$ cat src/rtl/pipeline_ctrl_if.sv
// Hazard/stall controller bundle: ID/EX/MEM hazard sources in, pipeline
// control and performance counters out.
interface pipeline_ctrl_if #(
    parameter int CNT_W = 16
);
    logic [3:0]       src1_i;
    logic [3:0]       src2_i;
    logic             two_src_i;
    logic             id_valid_i;
    logic [3:0]       exe_dest_i;
    logic             exe_wb_en_i;
    logic             exe_mem_r_en_i;
    logic [3:0]       mem_dest_i;
    logic             mem_wb_en_i;
    logic             mem_req_i;
    logic             fwd_en_i;
    logic             branch_taken_i;
    logic             hazard_o;
    logic             if_flush_o;
    logic             id_flush_o;
    logic             freeze_all_o;
    logic [CNT_W-1:0] stall_cnt_o;
    logic [CNT_W-1:0] flush_cnt_o;

    modport master (
        output src1_i, src2_i, two_src_i, id_valid_i, exe_dest_i, exe_wb_en_i,
               exe_mem_r_en_i, mem_dest_i, mem_wb_en_i, mem_req_i, fwd_en_i,
               branch_taken_i,
        input  hazard_o, if_flush_o, id_flush_o, freeze_all_o, stall_cnt_o,
               flush_cnt_o
    );

    modport slave (
        input  src1_i, src2_i, two_src_i, id_valid_i, exe_dest_i, exe_wb_en_i,
               exe_mem_r_en_i, mem_dest_i, mem_wb_en_i, mem_req_i, fwd_en_i,
               branch_taken_i,
        output hazard_o, if_flush_o, id_flush_o, freeze_all_o, stall_cnt_o,
               flush_cnt_o
    );
endinterface

$ cat src/rtl/pipeline_ctrl.sv
// Central hazard/stall controller for the 5-stage pipeline: RAW detection,
// branch flush, multi-cycle SRAM freeze sequencing and saturating perf counters.
module pipeline_ctrl #(
    parameter int MEM_WAIT = 4,
    parameter int CNT_W    = 16
) (
    input logic           clk,
    input logic           rst,
    pipeline_ctrl_if.slave ctrl
);
    localparam int WCNT_W = (MEM_WAIT > 1) ? $clog2(MEM_WAIT) : 1;

    typedef enum logic [1:0] {
        ST_RUN  = 2'd0,
        ST_WAIT = 2'd1,
        ST_DONE = 2'd2
    } memState_t;

    memState_t        state_q;
    logic [WCNT_W-1:0] waitCnt_q;
    logic [CNT_W-1:0] stallCnt_q, stallCnt_d;
    logic [CNT_W-1:0] flushCnt_q, flushCnt_d;

    logic freezeReq;
    logic m1, m2, n1, n2, raw;
    logic hazard, ifFlush, idFlush, freezeAll;

    assign freezeReq = (MEM_WAIT != 0) && ctrl.mem_req_i;

    // Freeze dominates a taken branch, which dominates a RAW bubble; all quiet in reset.
    always_comb begin
        hazard    = 1'b0;
        ifFlush   = 1'b0;
        idFlush   = 1'b0;
        freezeAll = 1'b0;
        m1 = ctrl.id_valid_i & ctrl.exe_wb_en_i & (ctrl.src1_i == ctrl.exe_dest_i);
        m2 = ctrl.id_valid_i & ctrl.two_src_i & ctrl.exe_wb_en_i & (ctrl.src2_i == ctrl.exe_dest_i);
        n1 = ctrl.id_valid_i & ctrl.mem_wb_en_i & (ctrl.src1_i == ctrl.mem_dest_i);
        n2 = ctrl.id_valid_i & ctrl.two_src_i & ctrl.mem_wb_en_i & (ctrl.src2_i == ctrl.mem_dest_i);
        raw = ctrl.fwd_en_i ? (ctrl.exe_mem_r_en_i & (m1 | m2)) : (m1 | m2 | n1 | n2);
        if (rst) begin
            case (state_q)
                ST_RUN:  freezeAll = freezeReq;
                ST_WAIT: freezeAll = 1'b1;
                default: freezeAll = 1'b0;
            endcase
            if (!freezeAll) begin
                if (ctrl.branch_taken_i) begin
                    ifFlush = 1'b1;
                    idFlush = 1'b1;
                end else if (raw) begin
                    hazard  = 1'b1;
                    idFlush = 1'b1;
                end
            end
        end
        stallCnt_d = stallCnt_q;
        flushCnt_d = flushCnt_q;
        if ((hazard | freezeAll) && (stallCnt_q != '1))
            stallCnt_d = stallCnt_q + CNT_W'(1);
        if (ifFlush && (flushCnt_q != '1))
            flushCnt_d = flushCnt_q + CNT_W'(1);
    end

    // DONE never samples mem_req, so a finished access cannot re-trigger itself.
    always_ff @(posedge clk or negedge rst) begin
        if (!rst) begin
            state_q    <= ST_RUN;
            waitCnt_q  <= '0;
            stallCnt_q <= '0;
            flushCnt_q <= '0;
        end else begin
            stallCnt_q <= stallCnt_d;
            flushCnt_q <= flushCnt_d;
            case (state_q)
                ST_RUN: begin
                    if (freezeReq) begin
                        if (MEM_WAIT == 1) begin
                            state_q <= ST_DONE;
                        end else begin
                            state_q   <= ST_WAIT;
                            waitCnt_q <= WCNT_W'(MEM_WAIT - 1);
                        end
                    end
                end
                ST_WAIT: begin
                    waitCnt_q <= waitCnt_q - WCNT_W'(1);
                    if (waitCnt_q == WCNT_W'(1))
                        state_q <= ST_DONE;
                end
                ST_DONE: state_q <= ST_RUN;
                default: state_q <= ST_RUN;
            endcase
        end
    end

    assign ctrl.hazard_o     = hazard;
    assign ctrl.if_flush_o   = ifFlush;
    assign ctrl.id_flush_o   = idFlush;
    assign ctrl.freeze_all_o = freezeAll;
    assign ctrl.stall_cnt_o  = stallCnt_q;
    assign ctrl.flush_cnt_o  = flushCnt_q;
endmodule
$ cat src/flat_wrapper.sv
// flat-port wrapper written by rule: the top's interface ports become plain ports
module pipeline_ctrl_flat 
#(
    parameter int MEM_WAIT = 4,
    parameter int CNT_W    = 16
)
  (clk, rst, ctrl_src1_i, ctrl_src2_i, ctrl_two_src_i, ctrl_id_valid_i, ctrl_exe_dest_i, ctrl_exe_wb_en_i, ctrl_exe_mem_r_en_i, ctrl_mem_dest_i, ctrl_mem_wb_en_i, ctrl_mem_req_i, ctrl_fwd_en_i, ctrl_branch_taken_i, ctrl_hazard_o, ctrl_if_flush_o, ctrl_id_flush_o, ctrl_freeze_all_o, ctrl_stall_cnt_o, ctrl_flush_cnt_o);
  pipeline_ctrl_if #(.CNT_W(CNT_W)) ctrl_i ();
  input logic clk;
  input logic rst;
  input wire logic [$bits(ctrl_i.src1_i)-1:0] ctrl_src1_i;
  input wire logic [$bits(ctrl_i.src2_i)-1:0] ctrl_src2_i;
  input wire logic [$bits(ctrl_i.two_src_i)-1:0] ctrl_two_src_i;
  input wire logic [$bits(ctrl_i.id_valid_i)-1:0] ctrl_id_valid_i;
  input wire logic [$bits(ctrl_i.exe_dest_i)-1:0] ctrl_exe_dest_i;
  input wire logic [$bits(ctrl_i.exe_wb_en_i)-1:0] ctrl_exe_wb_en_i;
  input wire logic [$bits(ctrl_i.exe_mem_r_en_i)-1:0] ctrl_exe_mem_r_en_i;
  input wire logic [$bits(ctrl_i.mem_dest_i)-1:0] ctrl_mem_dest_i;
  input wire logic [$bits(ctrl_i.mem_wb_en_i)-1:0] ctrl_mem_wb_en_i;
  input wire logic [$bits(ctrl_i.mem_req_i)-1:0] ctrl_mem_req_i;
  input wire logic [$bits(ctrl_i.fwd_en_i)-1:0] ctrl_fwd_en_i;
  input wire logic [$bits(ctrl_i.branch_taken_i)-1:0] ctrl_branch_taken_i;
  output wire logic [$bits(ctrl_i.hazard_o)-1:0] ctrl_hazard_o;
  output wire logic [$bits(ctrl_i.if_flush_o)-1:0] ctrl_if_flush_o;
  output wire logic [$bits(ctrl_i.id_flush_o)-1:0] ctrl_id_flush_o;
  output wire logic [$bits(ctrl_i.freeze_all_o)-1:0] ctrl_freeze_all_o;
  output wire logic [$bits(ctrl_i.stall_cnt_o)-1:0] ctrl_stall_cnt_o;
  output wire logic [$bits(ctrl_i.flush_cnt_o)-1:0] ctrl_flush_cnt_o;
  assign ctrl_i.src1_i = ctrl_src1_i;
  assign ctrl_i.src2_i = ctrl_src2_i;
  assign ctrl_i.two_src_i = ctrl_two_src_i;
  assign ctrl_i.id_valid_i = ctrl_id_valid_i;
  assign ctrl_i.exe_dest_i = ctrl_exe_dest_i;
  assign ctrl_i.exe_wb_en_i = ctrl_exe_wb_en_i;
  assign ctrl_i.exe_mem_r_en_i = ctrl_exe_mem_r_en_i;
  assign ctrl_i.mem_dest_i = ctrl_mem_dest_i;
  assign ctrl_i.mem_wb_en_i = ctrl_mem_wb_en_i;
  assign ctrl_i.mem_req_i = ctrl_mem_req_i;
  assign ctrl_i.fwd_en_i = ctrl_fwd_en_i;
  assign ctrl_i.branch_taken_i = ctrl_branch_taken_i;
  assign ctrl_hazard_o = ctrl_i.hazard_o;
  assign ctrl_if_flush_o = ctrl_i.if_flush_o;
  assign ctrl_id_flush_o = ctrl_i.id_flush_o;
  assign ctrl_freeze_all_o = ctrl_i.freeze_all_o;
  assign ctrl_stall_cnt_o = ctrl_i.stall_cnt_o;
  assign ctrl_flush_cnt_o = ctrl_i.flush_cnt_o;
  pipeline_ctrl #(.MEM_WAIT(MEM_WAIT), .CNT_W(CNT_W)) u_core (.clk(clk), .rst(rst), .ctrl(ctrl_i));
endmodule
$ cat config.mk
export PLATFORM = sky130hd
export DESIGN_NAME = pipeline_ctrl_flat
export DESIGN_NICKNAME = d
export VERILOG_FILES = /design/src/rtl/pipeline_ctrl_if.sv /design/src/rtl/pipeline_ctrl.sv /design/src/flat_wrapper.sv
export SDC_FILE = /design/constraint.sdc
export NUM_CORES = 1
export LEC_CHECK = 0
export BUFFER_PORTS_ARGS = -buffer_cell sky130_fd_sc_hd__buf_2
export CAP_MARGIN = 20
export CORE_MARGIN = 2
export CORE_UTILIZATION = 51
export DETAILED_ROUTE_END_ITERATION = 12
export MAX_ROUTING_LAYER = met4
export PLACE_DENSITY = 0.85
export SLEW_MARGIN = 0
export SYNTH_ARGS = -nofsm -noshare
export SYNTH_HDL_FRONTEND = slang
export SYNTH_SLANG_ARGS = --single-unit
export TNS_END_PERCENT = 5
$ cat constraint.sdc
create_clock -name clk -period 2.8 [get_ports clk]
set_input_delay 0.14 -clock clk [delete_from_list [all_inputs] [get_ports clk]]
set_output_delay 0.14 -clock clk [all_outputs]
set_load 0.05 [all_outputs]
==> flow_metrics.py, run 1 <==
metrics = {
    "outcome": {
        "outcome": "complete, no violations",
    },
    "global_route": {
        "grt_pass1_wl_microns": 6580,
        "antenna_found_initial": 0,
        "grt_pass1_vias": 1529,
        "grt_usage_pct": 20.6,
        "grt_overflow": 0,
        "grt_start_max_net_pins": 30,
    },
    "placed_design": {
        "place_congestion": 0.813,
        "io_buffers": 61,
        "dp_hpwl_microns": 3220,
        "dp.cells": 300,
        "placed_area_sq_um": 2360,
    },
    "floorplan": {
        "initial_core_util_pct": 53.6,
        "core_sq_um": 3720,
        "boundaryPins": 62,
        "die_h_microns": 66.5,
        "row_count": 22,
        "die_w_microns": 66.5,
        "dieArea_sq_um": 4420,
    },
    "detailed_routing": {
        "dr_total_vias": 1627,
        "wl_per_cell_microns": 13.3,
        "ant_nets": 0,
        "drtIter0Drc": 127,
        "routed_via_density": 5.27,
        "wl_microns": 4100,
        "first_pass_iters": 4,
        "drc": 0,
    },
    "critical_path": {
        "critical_path.startpoint": "u_core.ctrl.stall_cnt_o[0]",
        "end_kind": "register",
        "max_stage_delay_ns": 0.48,
        "path_class": "register to register",
        "timing.rr.start": "u_core.ctrl.stall_cnt_o[0]",
        "crit_fanout": 11,
        "crit_slowest_cell": "nor2_2",
        "worstPathArrival_ns": 2.52,
        "start_kind": "register",
        "crit_buf_inv": 0,
        "crit_chain": "ha_1, and3_1, nand4_1, nor2_1, o32ai_1, nor2_2, mux2_2",
        "crit_required_ns": 2.98,
        "critPathTopFamily": "simple AND/OR/NAND/NOR gates",
    },
    "clock_network": {
        "cts.sinks": 36,
        "cts_buffers": 5,
        "worstSkewPairLatency_ns": 0.29,
        "cts_tree": "yes",
        "clock_path_buffers": 2,
        "root_buffer": "clkbuf_8",
        "ctsResizeCount": 0,
        "htree_levels": 2,
        "clk_pin_slew_ns": 0.07,
    },
    "min_path": {
        "worstHoldStart": "ctrl_mem_req_i",
        "hold_path_class": "input port to register",
    },
    "pwr": {
        "vdd_ir_drop_max_mv": 0.309,
        "netSwitchingFraction_pct": 45.1,
        "switching_power_uw": 870,
        "comb_power_share_pct": 40.8,
        "p_leak_nw": 1.26,
        "intPower_mw": 1.06,
        "pwr_density_cell_nw_per_um2": 783,
        "p_seq_share_pct": 39.6,
        "pwr-share-clk_pct": 19.6,
    },
    "yosys": {
        "ys_seq_elements": 36,
        "synth_flop_cell": "dfrtp_1",
        "synth_edf_count": 0,
        "synth_area_leaders": "dfrtp_1 (45%), xor2_1 (12%), xnor2_1 (7.9%)",
        "netlist_area_sq_um": 1990,
        "synth.distinct_cells": 35,
        "synth_cells": 190,
        "yosysTopAreaCellShare_pct": 45.2,
        "postSynth.asyncResetShare_pct": 100,
        "ys_warn_count": 0,
        "synth_seq_area_share_pct": 45.2,
        "synth.avg_cell_area_sq_um": 10.5,
        "synth_nets": 219,
        "yosysTopAreaCell": "dfrtp_1",
    },
    "flow_run": {
        "cap_violations": 0,
    },
    "layout": {
        "multi_input_area_sq_um": 1050,
        "final_area_sq_um": 2460,
        "fin_cells": 309,
        "area.growth.synth_to_final_pct": 23.7,
        "fillers": 316,
        "regArea_sq_um": 901,
        "finish.utilization_pct": 66.3,
        "drive_gt1_share_pct": 33.7,
        "n_antenna_cell": 0,
        "nets": 289,
    },
    "sta": {
        "min_period_ns": 2.34,
        "relSlewSlack_pct": 61.2,
        "slew_viol_final": 0,
        "hold_slack_ns": 0.137,
        "tightest_slew_ns": 0.581,
        "final.setup_skew_ns": 0.00601,
        "tns_ns": 0,
        "setup_violations": 0,
        "max_freq_ghz": 0.427,
        "finalHoldViolations": 0,
        "rsz0062_at_grt": "no",
        "fin_crit_sh_pct": 83.6,
    },
}
==> tightest hold or removal path, cell delays in order <==
cell and delay, ns:
buf_2 0.09, mux2i_1 0.06, nor2_1 0.09
==> final cells by class <==
class,instances,share of cell area [%]
clock buffer,6,3.35
clock inverter,2,0.406
inverter,8,1.22
multi-input combinational,145,42.6
sequential,36,36.6
tap,48,2.44
timing repair buffer,64,13.4
==> power groups by stage <==
stage          combinational [mW]  clock [mW]  sequential [mW]
6_report                    0.787       0.378            0.763
5_1_grt                     0.849       0.409            0.782
4_1_cts                     0.796       0.387            0.762
3_5_place_dp                0.789           0            0.771
3_3_place_gp                0.777           0            0.762
2_1_floorplan               0.311           0             1.04
==> per-layer routing <==
metal,share of wire (%),wire [microns],vias up,global-route usage (%)
met2,50,2050,59,34.0
met1,42,1730,758,23.2
met4,2.8,114,0,12.8
met3,4.9,199,10,3.72
met5,0,0,-,-
li1,-,-,800,-
==> worst paths after layout <==
kind                                         endpoint  slack (ns)  cells past startpoint
max                        u_core.ctrl.stall_cnt_o[1]        0.46                      7
min                                 u_core.state_q[0]        0.14                      3
max reg2reg                u_core.ctrl.stall_cnt_o[1]        0.46                      7
min reg2reg                         u_core.state_q[0]        0.46                      1
max in group asynchronous  u_core.ctrl.flush_cnt_o[2]        1.90                      3
min in group asynchronous  u_core.ctrl.stall_cnt_o[3]        0.26                      2
==> timing repair <==
item | in CTS | in global routing
endpoints found under the hold margin | 7 | 0
hold buffers | 1 | 0
endpoints found under the setup margin | 0 | 0
setup buffers | 0 | 0
==> state kept, by name, indices dropped and copies added (netlist names) <==
signal / count
u_core.ctrl.stall_cnt_o: 16
u_core.waitCnt_q: 2
u_core.ctrl.flush_cnt_o: 16
u_core.state_q: 2
==> synth_stat cells (all sizes together) (6+ instances only) <==
master  count
xnor2      18
nand3      10
nand2      14
xor2       28
nor3        7
nand4      12
dfrtp      36
o21ai       6
and3        8
inv         8
nor2       14
==> cells in the final DEF (no fill, tap or decap), types with 3 or more instances in the layout <==
cell type | Yosys | final
clkbuf_8 | 0 | 6
xor2_1 | 28 | 28
nor3_2 | 5 | 5
buf_2 | 0 | 61
a21oi_1 | 3 | 3
o21ai_0 | 6 | 6
inv_1 | 8 | 8
and3_1 | 5 | 5
ha_1 | 3 | 3
xnor2_1 | 18 | 18
nor2_1 | 13 | 13
nand3_1 | 10 | 10
dfrtp_1 | 36 | 36
and3_2 | 3 | 3
nand2_1 | 14 | 14
nand4_1 | 12 | 12
==> stage by stage <==
step	worst slack [ns]	total power, mW
final	0.459	1.93
after global routing	0.253	2.04
after detailed placement	0.465	1.56
after CTS	0.444	1.95
after floorplan	0.319	1.35
after global placement	0.564	1.54
==> cells by family after synthesis <==
| family | Yosys count | synth area share, % |
|---|---|---|
| flip-flops | 36 | 45.2 |
| AND/OR/NAND/NOR | 77 | 22.8 |
| buffers and inverters | 9 | 2.07 |
| XOR/XNOR | 46 | 20.2 |
| adder cells (fa/ha/maj) | 3 | 1.88 |
| AO/OA/AOI/OAI | 16 | 6.16 |
| multiplexers | 3 | 1.63 |
(Power assumes the default switching activity.)
==> inputs of run 2 (changes only) <==
Settings changed: CORE_UTILIZATION 51 to 46, PLACE_DENSITY 0.85 to 0.81.
Clock period 2.8 ns to 1.9 ns, I/O delays scaled along.
==> flow_metrics.py, run 2 (synthesis gave the netlist of run 1 again) <==
metrics = {
    "outcome": {
        "outcome": "finished with violations",
        "violations": "setup timing",
    },
    "pwr": {
        "p_total_mw": 3.12,
        "netSwitchingFraction_pct": 43.3,
        "pwr_density_cell_nw_per_um2": 1160,
        "p_seq_share_pct": 34.9,
        "pwr-share-clk_pct": 17.9,
        "intPower_mw": 1.77,
        "comb_power_share_pct": 47.3,
        "switching_power_mw": 1.35,
        "p_leak_nw": 1.37,
        "vdd_ir_drop_max_mv": 0.500,
    },
    "sta": {
        "relSlewSlack_pct": 74.8,
        "final.setup_skew_ns": 0.00625,
        "slew_viol_final": 0,
        "tightest_slew_ns": 0.377,
        "min_period_ns": 1.99,
        "hold_slack_ns": 0.0752,
        "tns_ns": -0.401,
        "fin_crit_sh_pct": 105,
        "finalHoldViolations": 0,
        "setup_violations": 8,
        "rsz0062_at_grt": "yes",
        "setup_slack_ns": -0.0917,
        "max_freq_ghz": 0.502,
    },
    "layout": {
        "nets": 311,
        "final_common_cell": "buf_2",
        "n_antenna_cell": 0,
        "final_cell_mix": "buf_2 (61), xor2_1 (28), dfrtp_1 (27)",
        "fillers": 325,
        "fin_cells": 333,
        "area.growth.synth_to_final_pct": 35.6,
        "drive_gt1_share_pct": 43.8,
    },
    "detailed_routing": {
        "routed_via_density": 5.13,
        "drtIter0Drc": 58,
        "drc": 0,
        "wl_microns": 4430,
        "first_pass_iters": 4,
        "wl_per_cell_microns": 13.3,
        "ant_nets": 0,
        "dr_total_vias": 1709,
    },
    "critical_path": {
        "end_kind": "register",
        "start_kind": "register",
        "reg2reg_to": "u_core.ctrl.stall_cnt_o[1]",
        "timing.rr.start": "u_core.ctrl.stall_cnt_o[0]",
        "worstPathArrival_ns": 2.17,
        "crit_fanout": 10,
        "r2r_cells": 8,
        "reg2reg_slack_ns": -0.09,
        "crit_required_ns": 2.07,
        "path_class": "register to register",
    },
    "placed_design": {
        "io_buffers": 61,
        "dp.cells": 323,
        "place_congestion": 0.848,
        "post-place-ws_ns": -0.115,
        "dp_hpwl_microns": 3470,
    },
    "clock_network": {
        "root_buffer": "clkbuf_8",
        "worstSkewPairLatency_ns": 0.29,
        "cts.sinks": 36,
        "cts_tree": "yes",
        "clk_pin_slew_ns": 0.07,
        "htree_levels": 2,
        "clock_path_buffers": 2,
        "cts_buffers": 5,
    },
    "floorplan": {
        "row_count": 23,
        "dieArea_sq_um": 4870,
        "initial_core_util_pct": 48.7,
        "die_w_microns": 69.8,
        "core_sq_um": 4090,
        "die_h_microns": 69.8,
        "boundaryPins": 62,
    },
    "global_route": {
        "grt_pass1_vias": 1697,
        "grt_usage_pct": 20.1,
        "grt_start_max_net_pins": 31,
        "grt_pass1_wl_microns": 7680,
        "grt_overflow": 0,
        "met1_usage_pct": 24.0,
        "antenna_found_initial": 0,
        "grt_use_met2_pct": 33.4,
        "gr-usage-met3_pct": 4.80,
        "grt_busiest_layer": "met2",
    },
    "flow_run": {
        "cap_violations": 0,
    },
    "min_path": {
        "hold_depth": 3,
        "hold_path_class": "input port to register",
        "worstHoldStart": "ctrl_mem_req_i",
        "hold-path-endpoint": "u_core.state_q[0]",
    },
}
run 2: cell count changes in the layout (fill, tap and decap cells not counted), moves of 2 or more:
cell / delta
nor2_1: -2
dfrtp_2: +9
buf_4: +20
dfrtp_1: -9
run 2: timing repair:
action | CTS | global route
pin swaps | 2 | 0
resized for setup | 1 | 0
hold buffers | 2 | 0
buffers inserted | 0 | 0
endpoints found under the hold margin | 6 | 0
endpoints found under the setup margin | 10 | 13
run 2: cell type report:
cell class,instances,area [sq um],area share [%]
clock buffers,6,82.6,3.06
clock inverters,2,10.0,0.371
inverters,8,30.0,1.11
multi-input cells,145,1090,40.5
flip-flops and latches,36,912,33.8
well taps,50,62.6,2.32
repair buffers,86,510,18.9
run 2: critical path: stages, from the launching register on:
cell,delay (ns)
dfrtp_2,0.39
ha_4,0.14
and3_4,0.19
nand4_1,0.16
nor2_2,0.22
o32ai_2,0.13
nor2_2,0.19
buf_12,0.16
mux2_4,0.30
run 2: through the flow:
step                area (sq um)  util [%]
floorplan                   2040         -
global placement            2580      63.1
detailed placement          2580      63.1
CTS                         2700      66.1
global route                2700      66.1
finish                      2700      66.1
run 2: layer usage:
| layer | vias up | routed length (microns) |
|---|---|---|
| li1 | 841 | - |
| met1 | 806 | 1900 |
| met2 | 56 | 2200 |
| met3 | 6 | 264 |
| met4 | 0 | 67 |
| met5 | - | 0 |
run 2: how the worst max path moves through the flow:
stage / slack, ns / start / to
after global routing: -0.19 / u_core.ctrl.stall_cnt_o[0] / u_core.ctrl.stall_cnt_o[1]
final: -0.09 / u_core.ctrl.stall_cnt_o[0] / u_core.ctrl.stall_cnt_o[1]
after global placement: -0.005 / u_core.ctrl.stall_cnt_o[0] / u_core.ctrl.stall_cnt_o[8]
after floorplan: -0.18 / u_core.ctrl.stall_cnt_o[0] / u_core.ctrl.stall_cnt_o[8]
after CTS: -0.09 / u_core.ctrl.stall_cnt_o[0] / u_core.ctrl.stall_cnt_o[10]
after detailed placement: -0.11 / u_core.ctrl.stall_cnt_o[0] / u_core.ctrl.stall_cnt_o[10]
run 2: power groups by stage:
stage / combinational [mW] / clock, mW / sequential, mW
after floorplan: 0.489 / 0 / 1.55
after global placement: 1.42 / 0 / 1.08
after detailed placement: 1.46 / 0 / 1.09
after CTS: 1.49 / 0.574 / 1.09
after global routing: 1.59 / 0.607 / 1.11
final: 1.47 / 0.557 / 1.09
==> inputs of run 3 (changes only) <==
Settings changed: CORE_UTILIZATION 46 to 45, PLACE_DENSITY 0.81 to 0.79.
==> flow_metrics.py, run 3 (synthesis gave the netlist of run 1 again) <==
metrics = {
    "floorplan": {
        "core_sq_um": 4290,
        "boundaryPins": 62,
        "initial_core_util_pct": 46.4,
        "die_h_microns": 70.5,
        "dieArea_sq_um": 4970,
        "row_count": 24,
        "die_w_microns": 70.5,
    },
    "global_route": {
        "grt_usage_pct": 21.2,
        "grt_overflow": 0,
        "grt_start_max_net_pins": 37,
        "antenna_found_initial": 0,
        "grt_pass1_wl_microns": 8100,
        "grt_pass1_vias": 1752,
    },
    "detailed_routing": {
        "wl_per_cell_microns": 13.9,
        "ant_nets": 0,
        "routed_via_density": 5.11,
        "drtIter0Drc": 146,
        "wl_microns": 4670,
        "dr_total_vias": 1723,
        "drc": 0,
        "first_pass_iters": 4,
    },
    "pwr": {
        "vdd_ir_drop_max_mv": 0.528,
        "p_leak_nw": 1.40,
        "p_total_mw": 3.22,
        "pwr_density_cell_nw_per_um2": 1160,
    },
    "clock_network": {
        "clk_pin_slew_ns": 0.07,
        "worstSkewPairLatency_ns": 0.29,
        "root_buffer": "clkbuf_8",
        "cts_buffers": 5,
        "clock_path_buffers": 2,
        "htree_levels": 2,
        "cts_tree": "yes",
        "cts.sinks": 36,
    },
    "sta": {
        "tightest_slew_ns": 0.441,
        "setup_slack_ns": -0.111,
        "final.setup_skew_ns": 0.00930,
        "finalHoldViolations": 0,
        "max_freq_ghz": 0.497,
        "rsz0062_at_grt": "yes",
        "setup_violations": 11,
        "relSlewSlack_pct": 70.6,
        "fin_crit_sh_pct": 106,
        "tns_ns": -0.618,
        "min_period_ns": 2.01,
        "slew_viol_final": 0,
    },
    "critical_path": {
        "r2r_cells": 9,
        "reg2reg_slack_ns": -0.11,
        "timing.rr.start": "u_core.ctrl.stall_cnt_o[0]",
        "worstPathArrival_ns": 2.19,
        "end_kind": "register",
        "path_class": "register to register",
        "crit_fanout": 4,
        "start_kind": "register",
        "reg2reg_to": "u_core.ctrl.stall_cnt_o[8]",
        "crit_required_ns": 2.08,
    },
    "layout": {
        "final_common_cell": "buf_2",
        "nets": 313,
        "final_area_sq_um": 2780,
        "n_antenna_cell": 0,
        "area.growth.synth_to_final_pct": 39.3,
        "drive_gt1_share_pct": 46.0,
        "fin_cells": 337,
        "finish.utilization_pct": 64.6,
        "final_cell_mix": "buf_2 (61), xor2_1 (28), dfrtp_1 (27)",
    },
    "min_path": {
        "hold-path-endpoint": "u_core.state_q[0]",
        "worstHoldStart": "ctrl_mem_req_i",
        "hold_path_class": "input port to register",
        "hold_depth": 3,
    },
    "flow_run": {
        "cap_violations": 0,
    },
    "placed_design": {
        "io_buffers": 61,
        "dp_hpwl_microns": 3440,
        "placed_area_sq_um": 2570,
        "place_congestion": 0.859,
        "dp.cells": 326,
    },
    "outcome": {
        "outcome": "finished with violations",
        "violations": "setup timing",
    },
}
run 3: how the worst max path moves through the flow:
stage / from / to / slack [ns] / cells after the start
2_1_floorplan: u_core.ctrl.stall_cnt_o[0] / u_core.ctrl.stall_cnt_o[8] / -0.18 / 8
3_3_place_gp: u_core.ctrl.stall_cnt_o[0] / u_core.ctrl.stall_cnt_o[11] / -0.009 / 9
3_5_place_dp: u_core.ctrl.stall_cnt_o[0] / u_core.ctrl.stall_cnt_o[11] / -0.15 / 9
4_1_cts: u_core.ctrl.stall_cnt_o[0] / u_core.ctrl.stall_cnt_o[8] / -0.11 / 8
5_1_grt: u_core.ctrl.stall_cnt_o[0] / u_core.ctrl.stall_cnt_o[10] / -0.21 / 10
6_report: u_core.ctrl.stall_cnt_o[0] / u_core.ctrl.stall_cnt_o[8] / -0.11 / 9
run 3: report_power, final:
part	switching, mW	leakage [nW]	total [mW]	internal, mW
clock network	0.260	0.0515	0.590	0.331
registers	0.133	0.456	1.08	0.945
logic	0.989	0.892	1.55	0.564
total	1.38	1.40	3.22	1.84
run 3: final cells by class:
| type | instances | area (sq um) |
|---|---|---|
| well taps | 52 | 65.1 |
| flip-flops and latches | 36 | 912 |
| inverters | 8 | 30.0 |
| fillers | 348 | 1520 |
| clock buffers | 8 | 100 |
| repair buffers | 88 | 518 |
| multi-input cells | 145 | 1150 |
run 3: routing by layer:
metal	global-route usage [%]	routed length, microns
met1	26.3	1970
met5	-	0
met4	5.87	96
met2	35.5	2380
met3	4.27	220
run 3: what timing repair did:
action                                  CTS  global route
resized for setup                         9             7
endpoints found under the setup margin   10            21
hold endpoints to repair                 36             0
hold buffers                              1             0
buffers inserted                          1             1
pin swaps                                11             2
run 3: through the flow:
stage / setup WS, ns / hold WS (ns)
6_report: -0.111 / 0.0826
5_1_grt: -0.210 / 0.0908
4_1_cts: -0.112 / 0.0822
3_5_place_dp: -0.155 / 0.220
3_3_place_gp: -0.00945 / 0.229
2_1_floorplan: -0.183 / -0.201
run 3: worst max-delay path, cell delays in order, from the launching register on:
cell,delay [ns]
dfrtp_2,0.43
ha_4,0.17
and3_4,0.17
nand4_1,0.11
buf_4,0.15
nor2_4,0.04
a311oi_4,0.27
nor2_4,0.10
or3_1,0.33
xnor2_1,0.13
